## src/rtl/nv_ram_rwsthp_param.sv

```systemverilog
// Purpose: parametrised 1R1W synchronous RAM with registered read address, bypass mux and enabled output register.
// Latency: read 2 cycles (re at N, ore at N+1, dout after edge N+1); bypass 1 cycle (byp_sel+ore at N).
// Backpressure: none; ore=0 holds dout/dout_vld, re/we are ignored while init_busy=1.
//
// Ports: clk/rstn (async active-low), ra/re read address+enable, ore output-register enable,
//        dout/dout_vld registered data + validity, wa/we/di write port, byp_sel/dbyp bypass source,
//        pwrbus_ram_pd (accepted, no effect), init_busy (clearing sweep in progress).
// Optional feature: define NV_RAM_RWSTHP_INIT_CLEAR_EN to compile in the post-reset zeroing sweep.
module nv_ram_rwsthp_param #(
    parameter int WIDTH = 18,
    parameter int DEPTH = 80,
    parameter int AW    = 7
) (
    input  logic             clk,
    input  logic             rstn,
    input  logic [AW-1:0]    ra,
    input  logic             re,
    input  logic             ore,
    output logic [WIDTH-1:0] dout,
    output logic             dout_vld,
    input  logic [AW-1:0]    wa,
    input  logic             we,
    input  logic [WIDTH-1:0] di,
    input  logic             byp_sel,
    input  logic [WIDTH-1:0] dbyp,
    input  logic [31:0]      pwrbus_ram_pd,
    output logic             init_busy
);

    // One extra bit so DEPTH == 2^AW still compares correctly.
    localparam logic [AW:0] DEPTH_C = (AW+1)'(DEPTH);

    logic [WIDTH-1:0] mem [DEPTH];
    logic [AW-1:0]    ra_d;
    logic             rd_pend;
    logic             busy;
    logic             clr_we;
    logic [AW-1:0]    clr_addr;
    logic             re_acc;
    logic             we_acc;
    logic [WIDTH-1:0] ram_q;

    // Power-bus control is a pass-through of the macro interface only.
    logic unused_pwrbus;
    assign unused_pwrbus = ^pwrbus_ram_pd;

`ifdef NV_RAM_RWSTHP_INIT_CLEAR_EN
    typedef enum logic [1:0] {IDLE_RST, CLEAR, READY} state_t;

    state_t        state, state_nxt;
    logic [AW-1:0] cnt, cnt_nxt;

    // Reset lands directly in CLEAR so the sweep starts on the first edge after release.
    always_ff @(posedge clk or negedge rstn) begin
        if (!rstn) begin
            state <= CLEAR;
            cnt   <= '0;
        end else begin
            state <= state_nxt;
            cnt   <= cnt_nxt;
        end
    end

    always_comb begin
        state_nxt = state;
        cnt_nxt   = cnt;
        busy      = 1'b0;
        clr_we    = 1'b0;
        case (state)
            IDLE_RST: begin
                busy      = 1'b1;
                cnt_nxt   = '0;
                state_nxt = CLEAR;
            end
            CLEAR: begin
                busy   = 1'b1;
                clr_we = 1'b1;
                if (cnt == AW'(DEPTH - 1)) begin
                    state_nxt = READY;
                end else begin
                    cnt_nxt = cnt + 1'b1;
                end
            end
            default: begin
            end
        endcase
    end

    assign clr_addr = cnt;
`else
    assign busy     = 1'b0;
    assign clr_we   = 1'b0;
    assign clr_addr = '0;
`endif

    assign init_busy = busy;
    assign re_acc    = re & ~busy;
    assign we_acc    = we & ~busy & ({1'b0, wa} < DEPTH_C);

    // Storage has no reset; the sweep (when built in) owns the write port while busy.
    always_ff @(posedge clk) begin
        if (clr_we) begin
            mem[clr_addr] <= '0;
        end else if (we_acc) begin
            mem[wa] <= di;
        end
    end

    // Array read on the registered address: a same-edge write is seen next cycle,
    // while a write to ra_d in an ore cycle leaves dout with the old word.
    assign ram_q = ({1'b0, ra_d} < DEPTH_C) ? mem[ra_d] : '0;

    always_ff @(posedge clk or negedge rstn) begin
        if (!rstn) begin
            ra_d     <= '0;
            rd_pend  <= 1'b0;
            dout     <= '0;
            dout_vld <= 1'b0;
        end else begin
            if (re_acc) begin
                ra_d <= ra;
            end
            // A new read issued in the same cycle as ore keeps the pending flag set.
            if (ore) begin
                rd_pend  <= re_acc;
                dout     <= byp_sel ? dbyp : ram_q;
                dout_vld <= byp_sel | rd_pend;
            end else if (re_acc) begin
                rd_pend <= 1'b1;
            end
        end
    end

endmodule

```

## config.mk

```make
export PLATFORM = sky130hd
export DESIGN_NAME = nv_ram_rwsthp_param
export DESIGN_NICKNAME = d
export VERILOG_FILES = /design/src/rtl/nv_ram_rwsthp_param.sv
export SDC_FILE = /design/constraint.sdc
export NUM_CORES = 1
export LEC_CHECK = 0
export CORE_MARGIN = 1.5
export CORE_UTILIZATION = 40
export DETAILED_ROUTE_END_ITERATION = 6
export GPL_ROUTABILITY_DRIVEN = 0
export PLACE_DENSITY = 0.56
export SETUP_SLACK_MARGIN = 0.02
export SLEW_MARGIN = 40
export SYNTH_ARGS = -nofsm -noshare
export SYNTH_HDL_FRONTEND = slang
export SYNTH_SLANG_ARGS = --single-unit
```

## constraint.sdc

```tcl
create_clock -name clk -period 2.1 [get_ports clk]
set_input_delay 0.42 -clock clk [delete_from_list [all_inputs] [get_ports clk]]
set_output_delay 0.42 -clock clk [all_outputs]
set_load 0.02 [all_outputs]
```

Word level (Yosys, flattened, before mapping)
Memory sizes are Yosys's and may differ from the RTL's.
Index checks and enable logic that the tools add are counted.
{"block": "op_classes", "add_sub_neg": 0, "multipliers": 0, "div": 0, "magnitude_cmp": 2, "eq_ne": 0, "shift": 0, "muxes": 6, "n_bitwise": 2, "n_reduce_logical": 1}
{"operator": "$mux W18", "n": 2}
{"operator": "$lt A7 B7 Y1 const B", "n": 2}
{"operator": "$mux W1", "n": 4}
{"operator": "$reduce_bool A2 Y1", "n": 1}
{"operator": "$and A1 B1 Y1", "n": 1}
{"operator": "$or A1 B1 Y1", "n": 1}
{"block": "totals", "ff_bits": 27, "latchBits": 0, "ram_bits": 1440, "mem_bits_ro": 0, "in_bits": 88, "word_cells": 16, "memories": 1}
{"memory": "mem", "words": 80, "word_bits": 18, "read_ports": 1, "rd_clocked_by_memory_dff": 0, "wr": 1, "line_no": "33", "rtl": "logic [WIDTH-1:0] mem [DEPTH];"}

Depth between registers and ports, before layout
Gate-level depths: netlist of the first run.
{"block": "depth", "depth_word": 4, "ltp_mapped": 9, "mapped_depth_nobuf": 5}

Worst setup path before layout of the first run
No wires, ideal clock.
{"block": "synth_timing", "path_type": "in2reg", "startpoint": "input wa[4]", "endpoint": "memory mem[30][0] (enable)", "arrival_ns": 1.964, "required_ns": 1.707, "slack_ns": -0.257, "stages": 5, "n_path_buf": 0, "path_cell_list": "o21ai_0 nand2_1 nor2_1 nand3_1 nor2_1"}
{"block": "synth_between", "elab_chain_len": 4}
{"element": "start: declaration", "line_no": "21", "rtl": "input logic [AW-1:0] wa,"}
{"element": "$lt A7 B7 Y1", "line_no": "98", "rtl": "assign we_acc = we & ~busy & ({1'b0, wa} < DEPTH_C);"}
{"element": "$and A1 B1 Y1", "line_no": "98"}
{"element": "$mux W1", "line_no": "104", "rtl": "end else if (we_acc) begin"}
{"element": "$mux W1 (implied by the code)", "line_no": "105", "rtl": "mem[wa] <= di;"}
{"element": "end: declaration", "line_no": "33"}
Parallel ways exist; a longest one is shown, timed or not.

Worst setup path after layout of the first run
{"block": "layout_timing", "startpoint": "register ra_d[0]", "endpoint": "register dout[0]"}
{"block": "layout_between", "elab_chain_len": 3, "elab_cells_between_ends": 4}
{"element": "start: declaration", "line_no": "34", "rtl": "logic [AW-1:0] ra_d;"}
{"element": "start signal: assignment", "line_no": "121", "rtl": "ra_d <= ra;"}
{"element": "$mem_v2 Z80 W18 or $lt A7 B7 Y1 (tied branches)"}
{"element": "$mux W18 (*)", "line_no": "111", "rtl": "assign ram_q = ({1'b0, ra_d} < DEPTH_C) ? mem[ra_d] : '0;"}
{"element": "$mux W18 (*)", "line_no": "126", "rtl": "dout <= byp_sel ? dbyp : ram_q;"}
{"element": "end signal: assignment", "line_no": "126"}
{"element": "end: declaration", "line_no": "19", "rtl": "output logic [WIDTH-1:0] dout,"}
Every way passes the cells marked *; elsewhere a longest branch is shown, timed or not.
A chain may end at the register's enable or synchronous reset.

==> run summary, run 1 <==
Root buf cell: clkbuf_16
Violated checks: setup timing
Peak Freq: 0.3838 GHz
EDFF count, synth: 1440
Hold Violations, Final: 0
Cells after synthesis: 2714
Power Density: 933.7 nW/µm²
Clock skew: 0.03070 ns
Average wire per standard cell: 28.86 µm
Primary FF master, synth: edfxtp_1
Crit path time final: 2.606 ns
Yosys reg bits: 1467
Outcome: finished with violations
Syn avg cell area: 20.98 µm²
Post-Syn Area: 56930 µm²
Worst-path fanout max: 15
ANT nets after route: 0
# rows: 138
Final #Nets: 3382
Dominant cells by area after synthesis: edfxtp_1 76%, mux4_2 11%, mux2_2 3.3%
Clk Latency, worst-skew pair: 0.79 ns
Crit. End Element: flop
CP arrival: 3.25 ns
Worst vdd ir: 0.8632 mV
Crit Path Class: reg2reg
Via count: 29550
GRT overflow: 0
Initial antenna violation count: 12
GRT Util Overall: 21.15%
Pleak: 23.26 nW
Global-route wire length before repair: 218800 µm
CP required: 2.74 ns
Setup violations, final: 19
Sequential cell area: 43930 µm²
Top-Level Pins: 108
Worst r2r src: ra_d[0]
DP Wirelength: 96520 µm
CTS buffer count: 153
Clock buffer depth: 3
HP Class: in2async
Fill cell count: 11180
WL final: 153300 µm
Maxcap violations: 0
Initial DRC Count: 3128
TritonCTS clock tree: built
Final Cycle Share: 124.1%
IO Port Bufs: 74
Setup crit start kind: flop
# hold bufs at CTS: 0
Sequential share of the synthesized area: 77.14%
Setup ws final: -0.5056 ns
Total power draw: 66.34 mW
Syn. warnings: 0
Synth area leader: edfxtp_1
Core area: 141400 µm²
Htree depth: 4
Yosys top cell area share: 75.96%
Synth cell types: 38
Most frequent cell after synthesis: edfxtp_1
Die H: 380.3 µm
Largest net degree at the start of global routing: 81
Sink Count: 1467
Synth-to-Final Area Change: 24.80%
Die width: 380.3 µm
Drt first pass iters: 5
Initial Util: 40.26%
RSZ-0062 raised after global routing: true
Post-Syn Nets: 2802
Slew margin rel.: 58.86%
Vias per cell: 5.563
Synth async-reset ratio: 1.840%
Top cells by count, synth: 1440 x edfxtp_1, 270 x mux4_2, 166 x mux2_2, 144 x mux2i_1, 124 x nor2_1
Final hold slack: 0.06386 ns
Vias in the first global route: 30280
Pre-CTS WS: -1.056 ns
Register clock-pin slew on the reported worst setup and hold paths: 0.06 ns
Die area: 144600 µm²
Worst-Margin Slew: 0.6172 ns
Max-slew violations: 0
DRC: 0
Critical path origin: ra_d[0]
Fraction of layout cells with a size suffix above 1: 39.09%
Combined area of the multi-input logic cells: 12960 µm²
==> report_power, final <==
part / internal (mW) / total, mW / switching (mW)
Sequential: 32.3 / 32.5 / 0.192
Combinational: 3.35 / 7.17 / 3.82
Clock: 15.5 / 26.7 / 11.2
Total: 51.1 / 66.3 / 15.2
==> routing by layer <==
metal / vias up / global-route usage [%] / share of wire, %
met4: 4 / 6.881 / 2.8
met2: 1126 / 33.53 / 48
met3: 201 / 4.747 / 7.6
met5: - / 0 / 0.011
met1: 15730 / 29.06 / 42
li1: 12490 / - / -
==> layout make-up <==
type | count | area share (%)
Multi-Input combinational cell | 1096 | 18.24
Antenna cell | 5 | 0.01761
Timing Repair Buffer | 573 | 9.582
Sequential cell | 1467 | 61.84
Tap cell | 1890 | 3.329
Clock buffer | 194 | 5.768
Inverter | 3 | 0.01585
Clock inverter | 85 | 1.205
==> flip-flops by register name (all words and copies together), names as in the netlist <==
signal    cells
dout_vld      1
rd_pend       1
mem        1440
ra_d          7
dout         18
==> stage by stage <==
step | instances | instance area (µm²) | utilization (%) | TNS [ns]
finish | 5313 | 71050 | 50.24 | -7.195
global route | 5311 | 71040 | 50.24 | -8.267
CTS | 5287 | 70480 | 49.84 | -7.490
detailed placement | 4986 | 64730 | 45.78 | -488.21
global placement | 4986 | 64730 | 45.78 | -467.01
floorplan | 2714 | 57000 | - | -151.55
==> cells by family (layout without fill, tap and decap cells) <==
family / after synthesis / in the layout / share of synthesized area [%]
buf+inv: 151 / 855 / 1.499
compound gates: 241 / 241 / 2.695
flops: 1467 / 1467 / 77.14
mux: 582 / 582 / 16.54
other cells: 1 / 6 / 0.006587
simple gates: 272 / 272 / 2.119
==> placed cells by master, fill, tap and decap left out, types with 12 or more instances in the layout <==
| cell | n |
|---|---|
| mux4_2 | 270 |
| mux2_2 | 165 |
| nor3_1 | 13 |
| o22ai_1 | 58 |
| mux2i_2 | 19 |
| nand2_1 | 66 |
| a21oi_1 | 30 |
| dlygate4sd2_1 | 14 |
| clkbuf_16 | 158 |
| buf_12 | 162 |
| o221ai_1 | 29 |
| bufinv_16 | 13 |
| nor2_2 | 54 |
| clkbuf_1 | 34 |
| o22ai_2 | 12 |
| dfrtp_1 | 19 |
| mux2i_1 | 119 |
| clkdlybuf4s50_1 | 37 |
| clkinv_2 | 18 |
| o21ai_0 | 28 |
| clkinv_1 | 38 |
| and3_1 | 12 |
| edfxtp_1 | 1440 |
| buf_4 | 310 |
| nor2_1 | 66 |
| o21ai_1 | 18 |
| buf_6 | 23 |
==> worst paths after layout <==
| check | endpoint | slack, ns | cells after the start |
|---|---|---|---|
| setup / recovery | dout[0] | -0.51 | 11 |
| hold / removal | ra_d[1] | 0.06 | 2 |
| setup reg to reg | dout[0] | -0.51 | 11 |
| hold reg to reg | rd_pend | 0.48 | 1 |
| max in group asynchronous | ra_d[0] | 1.62 | 2 |
| min in group clk | mem[62][12] | 0.10 | 1 |
==> worst max-delay path, cell delays in order, from the launching register on <==
cell      delay (ns)
dfrtp_4         0.49
buf_6           0.16
buf_12          0.14
buf_12          0.12
buf_12          0.14
mux2_2          0.36
o22ai_2         0.17
buf_4           0.16
nor3_2          0.05
nor4_4          0.40
buf_4           0.19
a211oi_1        0.06
==> what timing repair did <==
action                                 in CTS  in global routing
endpoints found under the hold margin       0                  0
pin swaps                                  10                  8
gates cloned                                5                  1
buffers inserted                           18                 21
setup endpoints to repair                  37                 20
gates resized for setup                   145                 83
No activity file was read; power rests on OpenSTA's default activity.
==> run 2, diff against run 1 <==
- PLACE_DENSITY: 0.56 -> not set
==> run 2 against run 1 <==
The run still ends with setup timing left. Sequential share of layout area is 0.24 points higher. First-iteration DRC count up 1.1%. Count of clock-buffer cells in the layout grew 7. Highest routed layer unchanged. Utilization is 0.20 points lower. Via count decreased by 0.55%. Worst hold slack better by 0.0021 ns. Critical path type unchanged. Worst setup slack better by 0.022 ns. Largest power group unchanged. Largest cell class unchanged. Design area down 0.40%. Clock power down 5%.
==> run summary, run 2 (synthesis gave the netlist of run 1 again) <==
Setup ws final: -0.4833 ns (+0.02226 ns)
Peak Freq: 0.3871 GHz (+0.86%)
Via count: 29390 (-0.55%)
Synth-to-Final Area Change: 24.30%
RR Endpoint: dout[5]
Sink Count: 1467 (unchanged)
Worst-Margin Slew: 0.7855 ns (+0.1683 ns)
Root buf cell: clkbuf_16
Setup violations, final: 18 (-1)
Worst r2r src: ra_d[0]
Critical path origin: ra_d[0]
Vias per cell: 5.576 (+0.24%)
ANT nets after route: 0 (unchanged)
CP required: 2.75 ns (about the same)
Final #Nets: 3342 (-1.2%)
Die area: 144600 µm² (unchanged)
Slew margin rel.: 47.63% (-11 points)
Die width: 380.3 µm (unchanged)
Post-route cell area: 70760 µm² (-0.40%)
GRT overflow: 0 (unchanged)
Maxcap violations: 0 (unchanged)
Setup crit start kind: flop
Core Util, Final: 50.04% (-0.20 points)
Worst-path fanout max: 6 (-9)
DP Wirelength: 91780 µm (-4.9%)
WL final: 150900 µm (-1.6%)
Most common cell after layout, fill and taps aside: edfxtp_1
Vias in the first global route: 29930 (-1.2%)
Hold Violations, Final: 0 (unchanged)
Pleak: 23.01 nW (-1.0%)
CTS buffer count: 150 (-2.0%)
Largest net degree at the start of global routing: 81 (unchanged)
Initial antenna violation count: 16 (+4)
CP arrival: 3.24 ns (about the same)
Final std cells w/o fill: 5271 (-0.79%)
Clk Latency, worst-skew pair: 0.78 ns (about the same)
Core area: 141400 µm² (unchanged)
Flop2flop setup slack: -0.48 ns (+0.02 ns)
WHS Path Cells: 1
Max-slew violations: 0 (unchanged)
Largest regs: mem: 1440 flops, dout: 18 flops, ra_d: 7 flops
Global-route wire length before repair: 215400 µm (-1.5%)
RSZ-0062 raised after global routing: true
Clock skew: 0.02348 ns (-0.007221 ns)
GRT Util Overall: 20.78% (-0.37 points)
TritonCTS clock tree: built
IO Port Bufs: 74 (unchanged)
Clock buffer depth: 3 (unchanged)
Register clock-pin slew on the reported worst setup and hold paths: 0.06 ns (about the same)
Crit path time final: 2.583 ns (-0.02226 ns)
Worst Hold Endpoint: mem[66][8]
Average wire per standard cell: 28.63 µm (-0.79%)
Top-Level Pins: 108 (unchanged)
HP Class: in2reg
Largest Register: mem
Outcome: finished with violations
Setup tns final: -6.899 ns (+0.2963 ns)
Placed cells: 4956 (-0.60%)
Crit. End Element: flop
Final Cycle Share: 123.0% (-1.1 points)
Worst vdd ir: 0.7991 mV (-7.4%)
Htree depth: 4 (unchanged)
Power Density: 917.0 nW/µm² (-1.8%)
Total power draw: 64.89 mW (-2.2%)
Drt first pass iters: 7 (+2)
Die H: 380.3 µm (unchanged)
R2r worst-path depth: 10 (-1)
DRC: 0 (unchanged)
Initial DRC Count: 3163 (+1.1%)
# rows: 138 (unchanged)
Hold_sp: di[8]
Placed cell areas: 64430 µm² (-0.47%)
Initial Util: 40.26% (unchanged)
Final hold slack: 0.06594 ns (+0.002072 ns)
Fraction of layout cells with a size suffix above 1: 38.11% (-0.98 points)
Fill cell count: 11140 (-0.33%)
Violated checks: setup timing
Crit Path Class: reg2reg
Commonest cells after routing, fill and taps aside: 1440 x edfxtp_1, 270 x mux4_2, 265 x buf_4
Largest register FFs: 1440 (unchanged)
Pre-CTS WS: -0.9061 ns (+0.1498 ns)
## run 2: how the worst max path moves through the flow
| stage | end | slack, ns | cells past startpoint |
|---|---|---|---|
| after global routing | dout[5] | -0.51 | 10 |
| after global placement | dout[4] | -1.16 | 9 |
| final | dout[5] | -0.48 | 10 |
| after detailed placement | dout[12] | -0.91 | 8 |
| after CTS | dout[8] | -0.46 | 9 |
| after floorplan | mem[26][0] | -0.16 | 5 |
## run 2: where the power goes
| part | internal (mW) | leakage [nW] | switching [mW] | total (mW) |
|---|---|---|---|---|
| clock | 14.4 | 2.24 | 10.9 | 25.3 |
| combinational | 3.36 | 7.52 | 3.80 | 7.17 |
| sequential | 32.3 | 13.3 | 0.167 | 32.5 |
| total | 50.1 | 23.0 | 14.8 | 64.9 |
## run 2: final cells by class
cell class	instances	area (µm²)	area share [%]
antenna	4	10.01	0.01415
multi-input combinational	1096	13170	18.61
timing repair buffer	536	6649	9.396
sequential	1467	43930	62.08
clock inverter	74	589.3	0.8328
inverter	3	11.26	0.01591
tap	1890	2365	3.342
clock buffer	201	4040	5.709
## run 2: per-layer routing
metal,track usage [%],part of all wire (%),vias up
met5,0,0.026,-
met4,6.244,2.7,6
met3,3.890,7.3,206
met2,33.88,49,1126
met1,28.45,41,15650
li1,-,-,12400
## run 2: timing repair
item	4_1_cts	5_1_grt
buffers inserted	14	22
gates resized for setup	172	79
cloned	10	5
pin swaps	32	28
hold buffers	0	0
endpoints found under the setup margin	37	18
## run 2: critical path, stage by stage (launching register included)
cell and delay (ns):
dfrtp_4 0.57, buf_12 0.19, buf_12 0.13, buf_16 0.14, buf_6 0.11, mux4_2 0.44, mux2i_4 0.23, o22ai_4 0.12
nor4_2 0.28, buf_4 0.18, a211oi_2 0.06
